--- src/rtl/bresenham_pkg.sv ---
`default_nettype none
// +----------------------------------------------------------------------+
// | bresenham_pkg                                                        |
// | Shared types and width rules for the Bresenham line rasteriser.      |
// | Revision: 1.0                                                        |
// +----------------------------------------------------------------------+
package bresenham_pkg;

  typedef enum logic [1:0] {
    ST_IDLE  = 2'd0,
    ST_SETUP = 2'd1,
    ST_DRAW  = 2'd2,
    ST_DONE  = 2'd3
  } state_t;

  localparam int c_default_cw = 8;

  // Two extra bits hold the sign and the headroom of err +/- delta.
  function automatic int err_width(input int cw);
    return cw + 2;
  endfunction

endpackage
`default_nettype wire

--- src/rtl/bresenham_step.sv ---
`default_nettype none
// +----------------------------------------------------------------------+
// | bresenham_step                                                       |
// | Combinational single step of the all-octant Bresenham walker.        |
// | Revision: 1.0                                                        |
// +----------------------------------------------------------------------+
module bresenham_step
  import bresenham_pkg::*;
#(
  parameter int CW = c_default_cw
) (
  input  logic signed [err_width(CW)-1:0] i_err,
  input  logic signed [err_width(CW)-1:0] i_dx,
  input  logic signed [err_width(CW)-1:0] i_dy,
  input  logic                            i_sx_neg,
  input  logic                            i_sy_neg,
  input  logic        [CW-1:0]            i_x,
  input  logic        [CW-1:0]            i_y,
  output logic signed [err_width(CW)-1:0] o_err,
  output logic        [CW-1:0]            o_x,
  output logic        [CW-1:0]            o_y
);

  localparam int c_ew = err_width(CW);

  logic signed [c_ew:0]   w_e2;
  logic signed [c_ew:0]   w_dx_ext;
  logic signed [c_ew:0]   w_dy_ext;
  logic                   w_step_x;
  logic                   w_step_y;
  logic        [CW-1:0]   w_x_inc;
  logic        [CW-1:0]   w_y_inc;
  logic signed [c_ew-1:0] w_add_x;
  logic signed [c_ew-1:0] w_add_y;

  // Both decisions use the pre-step error, so they are evaluated in parallel.
  assign w_e2     = {i_err, 1'b0};
  assign w_dx_ext = {i_dx[c_ew-1], i_dx};
  assign w_dy_ext = {i_dy[c_ew-1], i_dy};
  assign w_step_x = (w_e2 >= w_dy_ext);
  assign w_step_y = (w_e2 <= w_dx_ext);

  assign w_add_x  = w_step_x ? i_dy : {c_ew{1'b0}};
  assign w_add_y  = w_step_y ? i_dx : {c_ew{1'b0}};
  assign o_err    = i_err + w_add_x + w_add_y;

  assign w_x_inc  = i_sx_neg ? {CW{1'b1}} : {{(CW-1){1'b0}}, 1'b1};
  assign w_y_inc  = i_sy_neg ? {CW{1'b1}} : {{(CW-1){1'b0}}, 1'b1};
  assign o_x      = w_step_x ? (i_x + w_x_inc) : i_x;
  assign o_y      = w_step_y ? (i_y + w_y_inc) : i_y;

endmodule
`default_nettype wire

--- src/rtl/bresenham_stream.sv ---
`default_nettype none
// +----------------------------------------------------------------------+
// | bresenham_stream                                                     |
// | Streams the pixels of a line as valid/ready beats, all octants.      |
// | Optional screen clipping: define BRESENHAM_CLIP_EN.                  |
// | Revision: 1.0                                                        |
// +----------------------------------------------------------------------+
module bresenham_stream
  import bresenham_pkg::*;
#(
  parameter int CW       = c_default_cw,
  parameter int SCREEN_W = 160,
  parameter int SCREEN_H = 120
) (
  input  logic          clk,
  input  logic          rst,
  input  logic          start,
  input  logic [CW-1:0] x0,
  input  logic [CW-1:0] y0,
  input  logic [CW-1:0] x1,
  input  logic [CW-1:0] y1,
  output logic          busy,
  output logic          pix_valid,
  input  logic          pix_ready,
  output logic [CW-1:0] pix_x,
  output logic [CW-1:0] pix_y,
  output logic          pix_last,
  output logic          done
);

  localparam int c_ew = err_width(CW);

  state_t                 r_state;
  logic        [CW-1:0]   r_x0;
  logic        [CW-1:0]   r_y0;
  logic        [CW-1:0]   r_x1;
  logic        [CW-1:0]   r_y1;
  logic        [CW-1:0]   r_x;
  logic        [CW-1:0]   r_y;
  logic signed [c_ew-1:0] r_dx;
  logic signed [c_ew-1:0] r_dy;
  logic signed [c_ew-1:0] r_err;
  logic                   r_sx_neg;
  logic                   r_sy_neg;
  logic                   r_walk_end;

  logic signed [c_ew-1:0] w_x0e;
  logic signed [c_ew-1:0] w_y0e;
  logic signed [c_ew-1:0] w_x1e;
  logic signed [c_ew-1:0] w_y1e;
  logic signed [c_ew-1:0] w_dx;
  logic signed [c_ew-1:0] w_dy;
  logic signed [c_ew-1:0] w_err_nxt;
  logic        [CW-1:0]   w_x_nxt;
  logic        [CW-1:0]   w_y_nxt;
  logic                   w_at_end;
  logic                   w_onscreen;
  logic                   w_slot_free;

  assign w_x0e = {2'b00, r_x0};
  assign w_y0e = {2'b00, r_y0};
  assign w_x1e = {2'b00, r_x1};
  assign w_y1e = {2'b00, r_y1};

  // dx is |x1-x0|, dy is -|y1-y0|.
  assign w_dx = (r_x1 >= r_x0) ? (w_x1e - w_x0e) : (w_x0e - w_x1e);
  assign w_dy = (r_y1 >= r_y0) ? (w_y0e - w_y1e) : (w_y1e - w_y0e);

  assign w_at_end    = (r_x == r_x1) && (r_y == r_y1);
  assign w_slot_free = !pix_valid || pix_ready;

`ifdef BRESENHAM_CLIP_EN
  localparam int            c_xw    = CW + 1;
  localparam logic [CW:0]   c_scr_w = c_xw'(SCREEN_W);
  localparam logic [CW:0]   c_scr_h = c_xw'(SCREEN_H);
  assign w_onscreen = ({1'b0, r_x} < c_scr_w) && ({1'b0, r_y} < c_scr_h);
`else
  assign w_onscreen = 1'b1;
`endif

  bresenham_step #(
    .CW (CW)
  ) u_step (
    .i_err    (r_err),
    .i_dx     (r_dx),
    .i_dy     (r_dy),
    .i_sx_neg (r_sx_neg),
    .i_sy_neg (r_sy_neg),
    .i_x      (r_x),
    .i_y      (r_y),
    .o_err    (w_err_nxt),
    .o_x      (w_x_nxt),
    .o_y      (w_y_nxt)
  );

  // The walker point (r_x, r_y) feeds a one-entry output slot; the walker
  // only advances when that slot is empty or being accepted.
  always_ff @(posedge clk) begin
    if (rst) begin
      r_state    <= ST_IDLE;
      r_x0       <= '0;
      r_y0       <= '0;
      r_x1       <= '0;
      r_y1       <= '0;
      r_x        <= '0;
      r_y        <= '0;
      r_dx       <= '0;
      r_dy       <= '0;
      r_err      <= '0;
      r_sx_neg   <= 1'b0;
      r_sy_neg   <= 1'b0;
      r_walk_end <= 1'b0;
      busy       <= 1'b0;
      pix_valid  <= 1'b0;
      pix_x      <= '0;
      pix_y      <= '0;
      pix_last   <= 1'b0;
      done       <= 1'b0;
    end else begin
      case (r_state)
        ST_IDLE: begin
          if (start) begin
            r_x0    <= x0;
            r_y0    <= y0;
            r_x1    <= x1;
            r_y1    <= y1;
            busy    <= 1'b1;
            r_state <= ST_SETUP;
          end
        end
        ST_SETUP: begin
          r_dx       <= w_dx;
          r_dy       <= w_dy;
          r_err      <= w_dx + w_dy;
          r_sx_neg   <= !(r_x0 < r_x1);
          r_sy_neg   <= !(r_y0 < r_y1);
          r_x        <= r_x0;
          r_y        <= r_y0;
          r_walk_end <= 1'b0;
          r_state    <= ST_DRAW;
        end
        ST_DRAW: begin
          if (w_slot_free) begin
            if (r_walk_end) begin
              pix_valid <= 1'b0;
              pix_last  <= 1'b0;
              done      <= 1'b1;
              r_state   <= ST_DONE;
            end else begin
              pix_valid <= w_onscreen;
              pix_x     <= r_x;
              pix_y     <= r_y;
              pix_last  <= w_at_end && w_onscreen;
              if (w_at_end) begin
                r_walk_end <= 1'b1;
              end else begin
                r_x   <= w_x_nxt;
                r_y   <= w_y_nxt;
                r_err <= w_err_nxt;
              end
            end
          end
        end
        ST_DONE: begin
          done    <= 1'b0;
          busy    <= 1'b0;
          r_state <= ST_IDLE;
        end
        default: r_state <= ST_IDLE;
      endcase
    end
  end

endmodule
`default_nettype wire

--- config.mk ---
export PLATFORM = sky130hd
export DESIGN_NAME = bresenham_stream
export DESIGN_NICKNAME = d
export VERILOG_FILES = /design/src/rtl/bresenham_pkg.sv /design/src/rtl/bresenham_step.sv /design/src/rtl/bresenham_stream.sv
export SDC_FILE = /design/constraint.sdc
export NUM_CORES = 1
export LEC_CHECK = 0
export ABC_AREA = 1
export CAP_MARGIN = 20
export CORE_UTILIZATION = 56
export DETAILED_ROUTE_END_ITERATION = 12
export DONT_BUFFER_PORTS = 1
export PLACE_DENSITY = 0.81
export SYNTH_ARGS = -nofsm -noshare
export SYNTH_HDL_FRONTEND = slang
export SYNTH_HIERARCHICAL = 1
export SYNTH_SLANG_ARGS = --single-unit
--- constraint.sdc ---
create_clock -name clk -period 5.41 [get_ports clk]
set_clock_uncertainty 0.05 [all_clocks]
set_input_delay 1.082 -clock clk [delete_from_list [all_inputs] [get_ports clk]]
set_output_delay 1.082 -clock clk [all_outputs]
set_load 0.02 [all_outputs]
# == Word-level counts from Yosys, hierarchy flattened ==
# Index checks and enable logic that the tools add are counted.
# W data, S select, Z words.
# word_totals
regBits,103
inputBits,36
out_inout_bits,20
# op_classes
eq_ne,12
mux,35
n_addsub,9
n_bitwise,1
magnitude_cmp,6
n_reduce_logical,19
# ops
cell,n
$mux W8,10
$mux W10,7
$sub A8 B8 Y9,4
$pmux W8 S2,2
$add A10 B10 Y10,3
$pmux W10 S2,1
$add A8 B8 Y8,2
$eq A8 B8 Y1,2
$ge A8 B8 Y1,2
$lt A8 B8 Y1,2
$ge A11 B10 Y1,1
$le A11 B10 Y1,1
$ne A2 B2 Y1 const B,5
$reduce_and A5 Y1,2
$reduce_and A3 Y1,3
$mux W1,8
$pmux W2 S4,1
$reduce_and A2 Y1,4
$mux W2,3
$pmux W1 S2,3
$reduce_bool A2 Y1,3
$eq A2 B2 Y1 const B,2
$ne A2 B1 Y1 const B,2
$reduce_and A4 Y1,1
6 further kinds,8

# == Depth between registers and ports, before layout ==
# depth
ltp_word,8
depth_mapped,29
ltp_nobuf,28

# == Modules after synthesis ==
# The synthesis kept the hierarchy.
# by_module_without_submodules
module,area_per_inst_um2,cells_per_inst,instances
bresenham_stream,5846.9,811,1
bresenham_step,2042.0,307,1

# == Worst setup path before layout ==
# Ideal clock, no wire load.
# synth_path
path_type,reg2reg
startpoint,reg r_dx[8]
endpoint,reg r_err[9]
required_ps,5238
arrival_time_ps,3650
path_slack_ps,1588
stages_incl_launch_ff,29
path_buffers,1
cell_sequence,dfxtp_1 -> inv_1 -> ha_1 -> nand2_2 -> nor2_4 -> nand2_2 -> nor2_4 -> nand2_2 -> nand4_1 -> nand3_4 -> buf_4 -> nand2_1 -> inv_1 -> fa_1 -> ha_1 -> fa_1 -> nand3_1 -> nand2_1 -> nand2_1 -> nand3_1 -> inv_1 -> nand2_1 -> nand2_1 -> inv_1 -> nand3_1 -> nand2_1 -> or2_2 -> nand2_1 -> a21oi_2
# synth_between
elab_chain_len,7
# synth_lines
element,line,rtl
"start, declared",bresenham_stream.sv:40,logic signed [c_ew-1:0] r_dx;
"start signal, assigned",bresenham_stream.sv:132,r_dx <= w_dx;
$le A11 B10 Y1,bresenham_step.sv:41,assign w_step_y = (w_e2 <= w_dx_ext);
$mux W10 (*),bresenham_step.sv:44,assign w_add_y = w_step_y ? i_dx : {c_ew{1'b0}};
$add A10 B10 Y10 (*),bresenham_step.sv:45,assign o_err = i_err + w_add_x + w_add_y;
named net w_err_nxt[9],bresenham_stream.sv:53,logic signed [c_ew-1:0] w_err_nxt;
$mux W10 (*),bresenham_stream.sv:154,if (w_at_end) begin
$mux W10 (*),bresenham_stream.sv:144,if (r_walk_end) begin
$mux W10 (*),bresenham_stream.sv:143,if (w_slot_free) begin
$pmux W10 S2 (*),bresenham_stream.sv:120,case (r_state)
"end signal, assigned",bresenham_stream.sv:134,r_err <= w_dx + w_dy;
"end signal, assigned",bresenham_stream.sv:159,r_err <= w_err_nxt;
"end, declared",bresenham_stream.sv:42,logic signed [c_ew-1:0] r_err;
# The timed path passes the listed nets; every way through them passes the cells marked *. The select of a mux whose other input is x is not followed.
# A chain may end at the register's enable or synchronous reset.

# == Worst setup path in the final report ==
# layout_path
startpoint,reg r_dy[8]
endpoint,reg r_err[9]
# layout_between
elab_chain_len,8
# layout_lines
element,line,rtl
"start, declared",bresenham_stream.sv:41,logic signed [c_ew-1:0] r_dy;
"start signal, assigned",bresenham_stream.sv:133,r_dy <= w_dy;
$ge A11 B10 Y1,bresenham_step.sv:40,assign w_step_x = (w_e2 >= w_dy_ext);
$mux W10 (*),bresenham_step.sv:43,assign w_add_x = w_step_x ? i_dy : {c_ew{1'b0}};
$add A10 B10 Y10 (*) (2 in a row),bresenham_step.sv:45,
named net w_err_nxt[9],bresenham_stream.sv:53,
$mux W10 (*),bresenham_stream.sv:154,
$mux W10 (*),bresenham_stream.sv:144,
$mux W10 (*),bresenham_stream.sv:143,
$pmux W10 S2 (*),bresenham_stream.sv:120,
# Marks and branches as above.

==> results.ini <==
[status]
status = finished, final reports clean

[yosys]
async_reset_ff_share_pct = 0
synth-edff-count = 0
synth.distinct_cells = 44
synth_top_area_share_pct = 25.6
synth_seq_cells = 101
ys_seq_area_share_pct = 25.6
synth_nets = 1255
synth_most_common_cell = nand2_1
synth.largest_area_cell = dfxtp_1
synth_common_cells = 192 x nand2_1, 167 x inv_1, 118 x o21ai_0
avgSynthCellArea_um2 = 7.06
synth_ff_type = dfxtp_1
ys_warn_count = 6
synthTopCellsByArea = dfxtp_1 26%, ha_1 13%, nand2_1 9.1%, inv_1 7.9%, o21ai_0 7.5%
syn_inst = 1118
synthesis.area_um2 = 7890

[critical_path]
required_ps = 5610
cp-start-kind = flip-flop
worstPathMaxFanout = 21
critPathArrivalTime_ps = 4580
cp-end-kind = flip-flop
worstSetupStartpoint = r_dy[8]
r2r-start = r_dy[8]
critPathKind = flip-flop to flip-flop

[timing]
min_period_ps = 4380
setup_viol = 0
rsz0062_at_grt = false
worstMarginPinSlew_ps = 685
hold_viol_final = 0
drv_slew = 0
whs_ps = 434
timing.fmax_mhz = 229
max_slew_margin_pct = 54.3
fin_crit_sh_pct = 80.9
setup_tns_ps = 0

[clocking]
cts_made_buffers = 9
cts_resized = 0
clock-sinks = 101
ctsLongestPathBuffers = 2
clock-root-buffer = clkbuf_16
hold_buffers = 0
path_clk_slew_ps = 70
clkLatencyLatePin_ps = 360
post-cts-setup-buffers = 0
htree_num_levels = 3
cts_tree = built

[floorplan]
io_pins = 56
start_util_pct = 57.1
fp.dieArea_um2 = 14600
dieHeight_um = 121
coreArea_um2 = 13800
rows = 43
die_w_um = 121

[routing]
drt_first_pass_iters = 5
drcViolationCount = 0
drt_iter0_drc = 468
drtAntennaViolNets = 0
routedWlPerCell_um = 15.4
num_vias = 7102
finalWirelength_um = 19600
via_per_inst = 5.56

[layout]
finalInstanceArea_um2 = 8220
multi_input_area_um2 = 4990
layout.nets = 1231
layout-drive-gt1-share_pct = 7.47
seqCellArea_um2 = 2020
instances_no_fill = 1277
fill_cells = 1256
num_antenna_cells = 0
synthToLayoutAreaGrowth_pct = 4.23

[global_route]
grt_pass1_vias = 6583
grt_pass1_wl_um = 31900
overflow = 0
antenna_found_initial = 0
grt_use_total_pct = 28.1
grt_max_degree = 65

[run]
maxCapViolations = 0

[placed_design]
placed_cells = 1263
place_hpwl_um = 15100
io_buffers = 0
place_area_um2 = 7940
gp_congestion = 0.906

[min_path]
hp-class = flip-flop to flip-flop
hold_path.startpoint = r_dy[3]

## flip-flops by register name, indices dropped and copies added (netlist names)
name,count
r_err,10
r_y,8
pix_last,1
busy,1
done,1
pix_x,8
r_y1,8
pix_y,8
r_y0,8
r_sy_neg,1
r_sx_neg,1
r_x,8
pix_valid,1
r_x1,8
r_x0,8
r_walk_end,1
r_dy,9
r_state,2
r_dx,9
## worst max-delay path: stages (launching register included)
cell	delay, ps
dfxtp_1	390
inv_1	80
ha_1	330
nand2_1	90
inv_2	40
a21oi_1	180
nand3_1	100
nand2_1	100
nand2_4	80
inv_2	330
nor2_1	110
fa_1	470
ha_1	240
fa_1	410
nand3_1	100
nand2_1	100
nand2_1	80
nand3_1	140
inv_1	80
nand2_1	50
nand2_1	90
inv_1	50
nand3_1	60
nand2_1	60
or2_2	290
nand2_1	80
a21oi_2	50
## layout by cell type, fill, tap and decap left out, types with 3 or more instances in the layout
cell type / synthesis / layout
a211oi_1: 3 / 3
nand3_1: 38 / 38
o21ai_0: 118 / 118
nor2_4: 3 / 3
inv_1: 167 / 166
nor3_1: 4 / 4
nor4_1: 3 / 3
nand2_2: 16 / 17
o21ai_1: 5 / 5
xnor2_1: 6 / 6
dfxtp_1: 101 / 101
nand4_1: 10 / 10
xor2_1: 39 / 39
o22ai_1: 5 / 5
o211ai_1: 10 / 10
a21oi_2: 9 / 9
or2_2: 4 / 4
nor2_1: 82 / 82
nand2_1: 192 / 191
ha_1: 84 / 84
fa_1: 17 / 17
inv_2: 5 / 6
nor2_2: 8 / 8
buf_4: 4 / 7
a21oi_1: 113 / 113
nand3_2: 3 / 3
o21ai_2: 6 / 6
a31oi_1: 13 / 13
clkbuf_16: 0 / 9
## per-layer routing
metal / track usage (%) / up-vias / part of all wire [%]
li1: - / 3587 / -
met1: 33.8 / 3287 / 43
met2: 49.4 / 182 / 49
met3: 3.44 / 46 / 4.1
met4: 13.5 / 0 / 3.9
met5: 0 / - / 0
## cell families (layout without fill, tap and decap cells)
logic type	Yosys count	after routing	synth area share, %
XOR/XNOR	45	45	5.00
adder cells (fa/ha/maj)	101	101	17.6
flip-flops	101	101	25.6
AND/OR/NAND/NOR	367	367	20.4
buffers and inverters	214	193	11.1
AO/OA/AOI/OAI	289	289	20.1
multiplexers	1	1	0.127
## through the flow
| stage | setup WS (ps) | util (%) |
|---|---|---|
| floorplan | 1590 | - |
| global placement | 1250 | 57.4 |
| finish | 1030 | 59.5 |
| global route | 616 | 59.5 |
| detailed placement | 1110 | 57.4 |
| CTS | 1060 | 59.5 |
## layout make-up
type                            count  area share, %
Clock buffer                       10           2.91
Clock inverter                      4          0.593
Inverter                          172           7.85
Multi-Input combinational cell    803           60.7
Sequential cell                   101           24.6
Tap cell                          180           2.74
Timing Repair Buffer                7          0.639
## worst paths after layout
path | end | slack (ps) | cells after the start
setup / recovery | r_err[9] | 1030 | 26
hold / removal | r_dy[3] | 430 | 2
setup reg to reg | r_err[9] | 1030 | 26
hold reg to reg | r_dy[3] | 430 | 2
Power is left out: the tool's default activity adds up to more than one toggle a clock period on the data nets, which glitch-free logic cannot reach.
